<file path="config.mk">
export PLATFORM = sky130hd
export DESIGN_NAME = tile_raster_writer
export DESIGN_NICKNAME = d
export VERILOG_FILES = /design/src/rtl/tile_geom_pkg.sv /design/src/rtl/tile_frame_ram.sv /design/src/rtl/tile_raster_writer.sv
export SDC_FILE = /design/constraint.sdc
export NUM_CORES = 2
export LEC_CHECK = 0
export CORE_MARGIN = 1.5
export CORE_UTILIZATION = 38
export CTS_BUF_LIST = sky130_fd_sc_hd__clkbuf_8
export CTS_CLUSTER_DIAMETER = 150
export CTS_CLUSTER_SIZE = 10
export DETAILED_ROUTE_END_ITERATION = 10
export MAX_ROUTING_LAYER = met4
export PLACE_DENSITY = 0.5
export SETUP_SLACK_MARGIN = 0.05
export SYNTH_ARGS = -nofsm -noshare
export SYNTH_HDL_FRONTEND = slang
export SYNTH_SLANG_ARGS = --single-unit
</file>
<file path="constraint.sdc">
create_clock -name iClk -period 3.74 [get_ports iClk]
set_input_delay 0.748 -clock iClk [delete_from_list [all_inputs] [get_ports iClk]]
set_output_delay 0.748 -clock iClk [all_outputs]
set_load 0.01 [all_outputs]
</file>
<file path="src/rtl/tile_geom_pkg.sv">
// Shared geometry defaults and FSM encoding for the tile-to-raster writer
// and anything else that addresses the same frame buffer.
package tile_geom_pkg;

  localparam int TG_DATA_WIDTH  = 8;
  localparam int TG_IMG_WIDTH   = 32;
  localparam int TG_IMG_HEIGHT  = 16;
  localparam int TG_TILE_WIDTH  = 16;
  localparam int TG_TILE_HEIGHT = 16;

  typedef enum logic [1:0] {
    ST_WRITE = 2'd0,
    ST_READ  = 2'd1,
    ST_DONE  = 2'd2
  } tile_state_e;

  // Counter width that stays legal for a range of one value.
  function automatic int cnt_w(input int n);
    return (n <= 1) ? 1 : $clog2(n);
  endfunction

endpackage

</file>
<file path="src/rtl/tile_frame_ram.sv">
// Simple dual-port frame buffer: one write port, one read port with a
// one-cycle registered read. Pure storage, no control.
module tile_frame_ram #(
  parameter int DATA_WIDTH = 8,
  parameter int ADDR_W     = 9,
  parameter int DEPTH      = 512
) (
  input  logic                  iClk,
  input  logic                  iWe,
  input  logic [ADDR_W-1:0]     iWrAddr,
  input  logic [DATA_WIDTH-1:0] iWrData,
  input  logic [ADDR_W-1:0]     iRdAddr,
  output logic [DATA_WIDTH-1:0] oRdData
);

  logic [DATA_WIDTH-1:0] mem_q [DEPTH];
  logic [DATA_WIDTH-1:0] rd_q;

  always_ff @(posedge iClk) begin
    if (iWe) begin
      mem_q[iWrAddr] <= iWrData;
    end
  end

  always_ff @(posedge iClk) begin
    rd_q <= mem_q[iRdAddr];
  end

  assign oRdData = rd_q;

endmodule

</file>
<file path="src/rtl/tile_raster_writer.sv">
// Collects one frame arriving in tile order into a frame buffer, then
// streams it back out in raster order and pulses oDone.
module tile_raster_writer
  import tile_geom_pkg::*;
#(
  parameter int DATA_WIDTH  = TG_DATA_WIDTH,
  parameter int IMG_WIDTH   = TG_IMG_WIDTH,
  parameter int IMG_HEIGHT  = TG_IMG_HEIGHT,
  parameter int TILE_WIDTH  = TG_TILE_WIDTH,
  parameter int TILE_HEIGHT = TG_TILE_HEIGHT
) (
  input  logic                  iClk,
  input  logic                  iRst,
  input  logic [DATA_WIDTH-1:0] iData,
  input  logic                  iValid,
  output logic                  oReady,
  output logic [DATA_WIDTH-1:0] oData,
  output logic                  oValid,
  output logic                  oLast,
  output logic                  oDone
);

  localparam int NPIX    = IMG_WIDTH * IMG_HEIGHT;
  localparam int ADDR_W  = cnt_w(NPIX);
  localparam int TILES_X = IMG_WIDTH / TILE_WIDTH;
  localparam int TILES_Y = IMG_HEIGHT / TILE_HEIGHT;
  localparam int CW      = cnt_w(TILE_WIDTH);
  localparam int RW      = cnt_w(TILE_HEIGHT);
  localparam int TXW     = cnt_w(TILES_X);
  localparam int TYW     = cnt_w(TILES_Y);

  tile_state_e state_q, state_d;

  logic [CW-1:0]     c_q, c_d;
  logic [RW-1:0]     r_q, r_d;
  logic [TXW-1:0]    tx_q, tx_d;
  logic [TYW-1:0]    ty_q, ty_d;
  logic [ADDR_W-1:0] rd_addr_q, rd_addr_d;
  logic              rd_all_q, rd_all_d;
  logic              vld_q, last_q;

  logic              ram_we;
  logic              rd_en;
  logic              accept;
  logic              c_max, r_max, tx_max, ty_max, frame_end;
  logic [ADDR_W-1:0] wr_addr;
  logic [DATA_WIDTH-1:0] ram_rd_data;

  assign c_max     = (c_q  == CW'(TILE_WIDTH - 1));
  assign r_max     = (r_q  == RW'(TILE_HEIGHT - 1));
  assign tx_max    = (tx_q == TXW'(TILES_X - 1));
  assign ty_max    = (ty_q == TYW'(TILES_Y - 1));
  assign accept    = iValid && oReady;
  assign frame_end = accept && c_max && r_max && tx_max && ty_max;

  assign wr_addr = (ADDR_W'(ty_q) * ADDR_W'(TILE_HEIGHT) + ADDR_W'(r_q)) * ADDR_W'(IMG_WIDTH)
                 + ADDR_W'(tx_q) * ADDR_W'(TILE_WIDTH) + ADDR_W'(c_q);

  always_ff @(posedge iClk) begin
    if (iRst) begin
      state_q <= ST_WRITE;
    end else begin
      state_q <= state_d;
    end
  end

  // READ ends only once the final pixel has left the output register.
  always_comb begin
    state_d = state_q;
    case (state_q)
      ST_WRITE: if (frame_end) state_d = ST_READ;
      ST_READ:  if (last_q)    state_d = ST_DONE;
      ST_DONE:                 state_d = ST_WRITE;
      default:                 state_d = ST_WRITE;
    endcase
  end

  always_comb begin
    oReady = (state_q == ST_WRITE);
    oDone  = (state_q == ST_DONE);
    ram_we = (state_q == ST_WRITE) && iValid && !iRst;
    rd_en  = (state_q == ST_READ) && !rd_all_q;
  end

  always_comb begin
    c_d       = c_q;
    r_d       = r_q;
    tx_d      = tx_q;
    ty_d      = ty_q;
    rd_addr_d = rd_addr_q;
    rd_all_d  = rd_all_q;
    if (state_q == ST_DONE) begin
      c_d       = '0;
      r_d       = '0;
      tx_d      = '0;
      ty_d      = '0;
      rd_addr_d = '0;
      rd_all_d  = 1'b0;
    end else if (accept) begin
      c_d = c_max ? '0 : c_q + 1'b1;
      if (c_max) begin
        r_d = r_max ? '0 : r_q + 1'b1;
        if (r_max) begin
          tx_d = tx_max ? '0 : tx_q + 1'b1;
          if (tx_max) begin
            ty_d = ty_max ? '0 : ty_q + 1'b1;
          end
        end
      end
    end else if (rd_en) begin
      rd_addr_d = rd_addr_q + 1'b1;
      if (rd_addr_q == ADDR_W'(NPIX - 1)) begin
        rd_all_d = 1'b1;
      end
    end
  end

  always_ff @(posedge iClk) begin
    if (iRst) begin
      c_q       <= '0;
      r_q       <= '0;
      tx_q      <= '0;
      ty_q      <= '0;
      rd_addr_q <= '0;
      rd_all_q  <= 1'b0;
      vld_q     <= 1'b0;
      last_q    <= 1'b0;
    end else begin
      c_q       <= c_d;
      r_q       <= r_d;
      tx_q      <= tx_d;
      ty_q      <= ty_d;
      rd_addr_q <= rd_addr_d;
      rd_all_q  <= rd_all_d;
      vld_q     <= rd_en;
      last_q    <= rd_en && (rd_addr_q == ADDR_W'(NPIX - 1));
    end
  end

  tile_frame_ram #(
    .DATA_WIDTH (DATA_WIDTH),
    .ADDR_W     (ADDR_W),
    .DEPTH      (NPIX)
  ) u_ram (
    .iClk    (iClk),
    .iWe     (ram_we),
    .iWrAddr (wr_addr),
    .iWrData (iData),
    .iRdAddr (rd_addr_q),
    .oRdData (ram_rd_data)
  );

  // The RAM read register is not reset, so the data port is masked by valid.
  assign oData  = vld_q ? ram_rd_data : '0;
  assign oValid = vld_q;
  assign oLast  = last_q;

endmodule

</file>
Word-level counts from Yosys, hierarchy flattened
Memories as Yosys holds them, arrays and structs flattened. A register that Yosys moved wholly into a read port is not among the register bits. Cells that the tools add are included.

$add $sub $neg: 8. Reduce and logical (&&, ||, !) cells: 18. Bitwise gates (word level): 2. Equal/unequal tests: 7. Mux-type cells: 10.

Operators with widths (number): $add 9x1->9 const B (1); $add 9x4->9 (1); $add 9x5->9 (1); $eq 9x9->1 const B (1); $add 4x1->4 const B (2); $eq 4x4->1 const B (2); $logic_and 1x1->1 (8); $mux 4 (2); $mux 8 (1); $reduce_and 2->1 (3); $reduce_and 3->1 (2); $add 1x4->4 const A (1); $mux 1 (4); $mux 2 (2); $pmux 2 s2 (1); $reduce_and 4->1 (1); $add 1x1->1 const B (2); $eq 2x1->1 const B (1); $eq 2x2->1 const B (1); $logic_not 1->1 (2); $logic_not 2->1 (1); $ne 2x1->1 const B (1); $ne 2x2->1 const B (1); $not 1->1 (2); $reduce_or 2->1 (1).

Memories kept: 1. RAM bits: 4096. Input bits: 11. Output and inout bits: 12. Bits in registers: 24. Word-level logic and storage cells: 55.

Memory list: u_ram.mem_q (depth 512, bits a word 8, rd ports 1, clocked after Yosys merged registers in 1, write ports 1, RTL line tile_frame_ram.sv:16) `logic [DATA_WIDTH-1:0] mem_q [DEPTH];`.

Longest topological paths before layout
Depth in word-level cells: 8. Depth in mapped cells: 14. Depth with buffers taken out: 7.

Hierarchy
From an unflattened synthesis, not the netlist that was laid out.

Cells, all modules: 8154. Area, all modules: 161045.7 um^2.

Modules (own cells, without submodules): tile_frame_ram (sequential area each 123158.1 um^2, instances 1, cells each 8030, area each 159927.1 um^2); tile_raster_writer (sequential area each 460.4 um^2, instances 1, cells each 124, area each 1118.6 um^2).

Worst setup path before layout
Ideal clock, no wire load.

Path type: input to register. From: in iValid. To: mem u_ram.mem_q[463][0], enable pin. Data arrival time: 2.435 ns. Setup slack: 0.934 ns. Cell stages on the path: 6. Library setup time: 0.370 ns. Cells stage by stage: nor3b_1 -> nand2_1 -> or3_1 -> clkbuf_1 -> clkbuf_1 -> nor2_1.

Longest elaborated chain between the ends: 4.

Ends and longest elaborated chain: from (decl) (RTL line tile_raster_writer.sv:15) `input logic iValid,`; $logic_and 1x1->1 (2 in series) (RTL line tile_raster_writer.sv:81) `ram_we = (state_q == ST_WRITE) && iValid && !iRst;`; $mux 1 (RTL line tile_frame_ram.sv:20) `if (iWe) begin`; $mux 1 (not written as such) (RTL line tile_frame_ram.sv:21) `mem_q[iWrAddr] <= iWrData;`; to (decl) (RTL line tile_frame_ram.sv:16).

No other way between the ends.

==> flow_summary.yaml <==
timing:
  fin_crit_sh_pct: 98.1
  worst_slew_pin_slew_ps: 1420
  relSlewSlack_pct: 5.31
  finalClockSkew_ps: 113
  drv_slew: 0
  fin_crit_ps: 3670
  worst_slack_ps: 72.3
  setup_violations: 0
  final-hold-violation-count: 0
  timing.fmax_ghz: 0.273
  setup_tns_ps: 0
  rsz0062_at_grt: "true"
final_layout:
  post-route-util_pct: 43.6
  multi_input_area_um2: 34300
  nets: 8646
  area_delta_synth_final_pct: 14.3
  final_cell_count_no_fill: 14394
  fin_area_um2: 184000
  drive_above_1_share_pct: 32.3
  final_common_cell: "edfxtp_1"
  regArea_um2: 124000
  layout_common_cells: "edfxtp_1, buf_4, mux4_2"
  fillers: 36123
min_path:
  hold_class: "input pin to flop"
  hold_depth: 1
setup_path:
  arrival_ps: 4720
  worstPathRequired_ps: 4790
  end_kind: "flop"
  reg2reg_depth: 11
  path_max_fanout: 14
  timing_worst_setup_path_type: "flop to flop"
  setup.worst_path.start_class: "flop"
power_and_ir_drop:
  irDropWorstVdd_mv: 0.264
  combPwrFrac_pct: 1.5
  power.net_switching_mw: 16.6
  switching_share_pct: 21.1
  intPower_mw: 62.0
  power.density_nw_per_um2: 428
  leakage_nw: 56.7
  pwr-share-clk_pct: 33.8
  p_seq_share_pct: 64.7
clocking:
  clock_latency_ps: 1210
  clock-sinks: 4127
  htree_levels: 5
  clkTransAtPathRegs_ps: 80
  cts_tree: "yes"
  cts-root-buf: "clkbuf_8"
  cts_buffer_depth: 4
  numCtsBuffers: 451
placement:
  io_buffer_count: 22
  dpl.hpwl_um: 307000
  place_inst: 13802
  place_ws_ps: -411
  place_congestion: 0.846
  dpl_cell_area_um2: 176000
route:
  vias: 80771
  wl_per_cell_um: 33.5
  drc_errors: 0
  dr.pass1.iters: 6
  ant_nets: 0
  viasPerCell: 5.61
  drt-initial-drc-count: 9284
  routed_wl_um: 482000
die:
  die_h_um: 653
  core_um2: 420000
  io-pin-count: 23
  start_util_pct: 38.2
  dieArea_um2: 426000
  die_x_um: 653
  rows: 238
global_route:
  antenna_found_initial: 30
  gr-total-overflow: 0
  grt_max_degree: 117
  grt_usage_pct: 23.1
  grt_pass1_wl_um: 670000
  grt_pass1_vias: 83342
logic_synthesis:
  ys_seq_elements: 4127
  yosysUniqueCellTypes: 70
  avgSynthCellArea_um2: 21.7
  synth_cells: 7400
  async_flop_share_pct: 0
  syn_area_um2: 160000
  synth_nets: 7418
  seq_area_frac_synth_pct: 77.0
  ys.flop_type: "edfxtp_1"
  yosysWarnings: 0
  synth_edf_count: 4096
job:
  maxCapViolations: 0
outcome:
  status: "complete, no violations"
worst max-delay path, cell delays in order (launching register included):
cell and delay [ps]:
dfxtp_4 470, buf_12 170, buf_4 130, buf_4 260, and2_2 660, a22oi_1 200, a311oi_1 490, buf_4 190
nand4_1 290, buf_4 280, o221ai_1 300, a41oi_1 70
per-layer routing:
layer / wire length, um / GRT usage, % / vias up
li1: - / - / 33120
met1: 205000 / 31.4 / 44009
met2: 231000 / 36.3 / 2968
met3: 31300 / 3.65 / 674
met4: 14300 / 6.39 / 0
met5: 0 / - / -
cell usage after synthesis (all sizes together) (41+ instances only):
library cell / number / area (um2)
o22ai: 41 / 257
a221oi: 54 / 498
clkbuf: 194 / 728
o221ai: 59 / 517
mux4: 1025 / 23100
nor2: 581 / 2180
mux2i: 326 / 3260
nand2: 197 / 739
buf: 270 / 2110
edfxtp: 4096 / 123000
o21ai: 64 / 320
a21oi: 103 / 515
final timing paths:
check	endpoint	from	slack [ps]
worst max-delay path	u_ram.oRdData[7]	rd_addr_q[1]	70
worst min-delay path	u_ram.mem_q[344][6]	iData[6]	130
worst max register to register	u_ram.oRdData[7]	rd_addr_q[1]	70
worst min register to register	rd_all_q	rd_all_q	530
state kept, by name, indices dropped and copies added (netlist names):
name           count
state_q            2
c_q                4
oLast              1
tx_max             1
u_ram.mem_q     4096
rd_all_q           1
r_q                4
rd_addr_q          9
oValid             1
u_ram.oRdData      8
power groups by stage:
stage               sequential [mW]  combinational [mW]  clock [mW]
finish                         50.8                1.16        26.6
global route                   50.8                1.24        28.8
CTS                            50.8                1.18        27.3
detailed placement             51.8                1.18           0
global placement               51.8                1.13           0
floorplan                      51.8              0.0495           0
what timing repair did:
action / CTS / global route
hold endpoints to repair: 47 / 0
hold buffers: 2 / 0
endpoints found under the setup margin: 12 / 7
buffers inserted: 11 / 0
pin swaps: 1 / 2
resized for setup: 18 / 13
cell families after synthesis:
family,synth area share (%)
and+or+nand+nor,2.28
muxes,16.5
buffers and inverters,1.80
adders and majority gates,0.0546
DFF,77.0
xor gates and xnor gates,0.0764
AOI/OAI and AO/OA,2.24
cell type report:
| type | instances | area share, % |
|---|---|---|
| sequential | 4127 | 67.4 |
| multi-input combinational | 2796 | 18.7 |
| timing repair buffer | 1239 | 6.26 |
| tap | 5640 | 3.85 |
| clock buffer | 456 | 3.42 |
| clock inverter | 100 | 0.318 |
| inverter | 13 | 0.0382 |
| antenna | 23 | 0.0314 |
through the flow:
stage	power, mW	hold slack (ps)
floorplan	51.9	459
global placement	53.0	479
detailed placement	53.0	501
CTS	79.3	10.9
global route	80.8	55.2
finish	78.5	127
No activity file was read; power rests on OpenSTA's default activity.
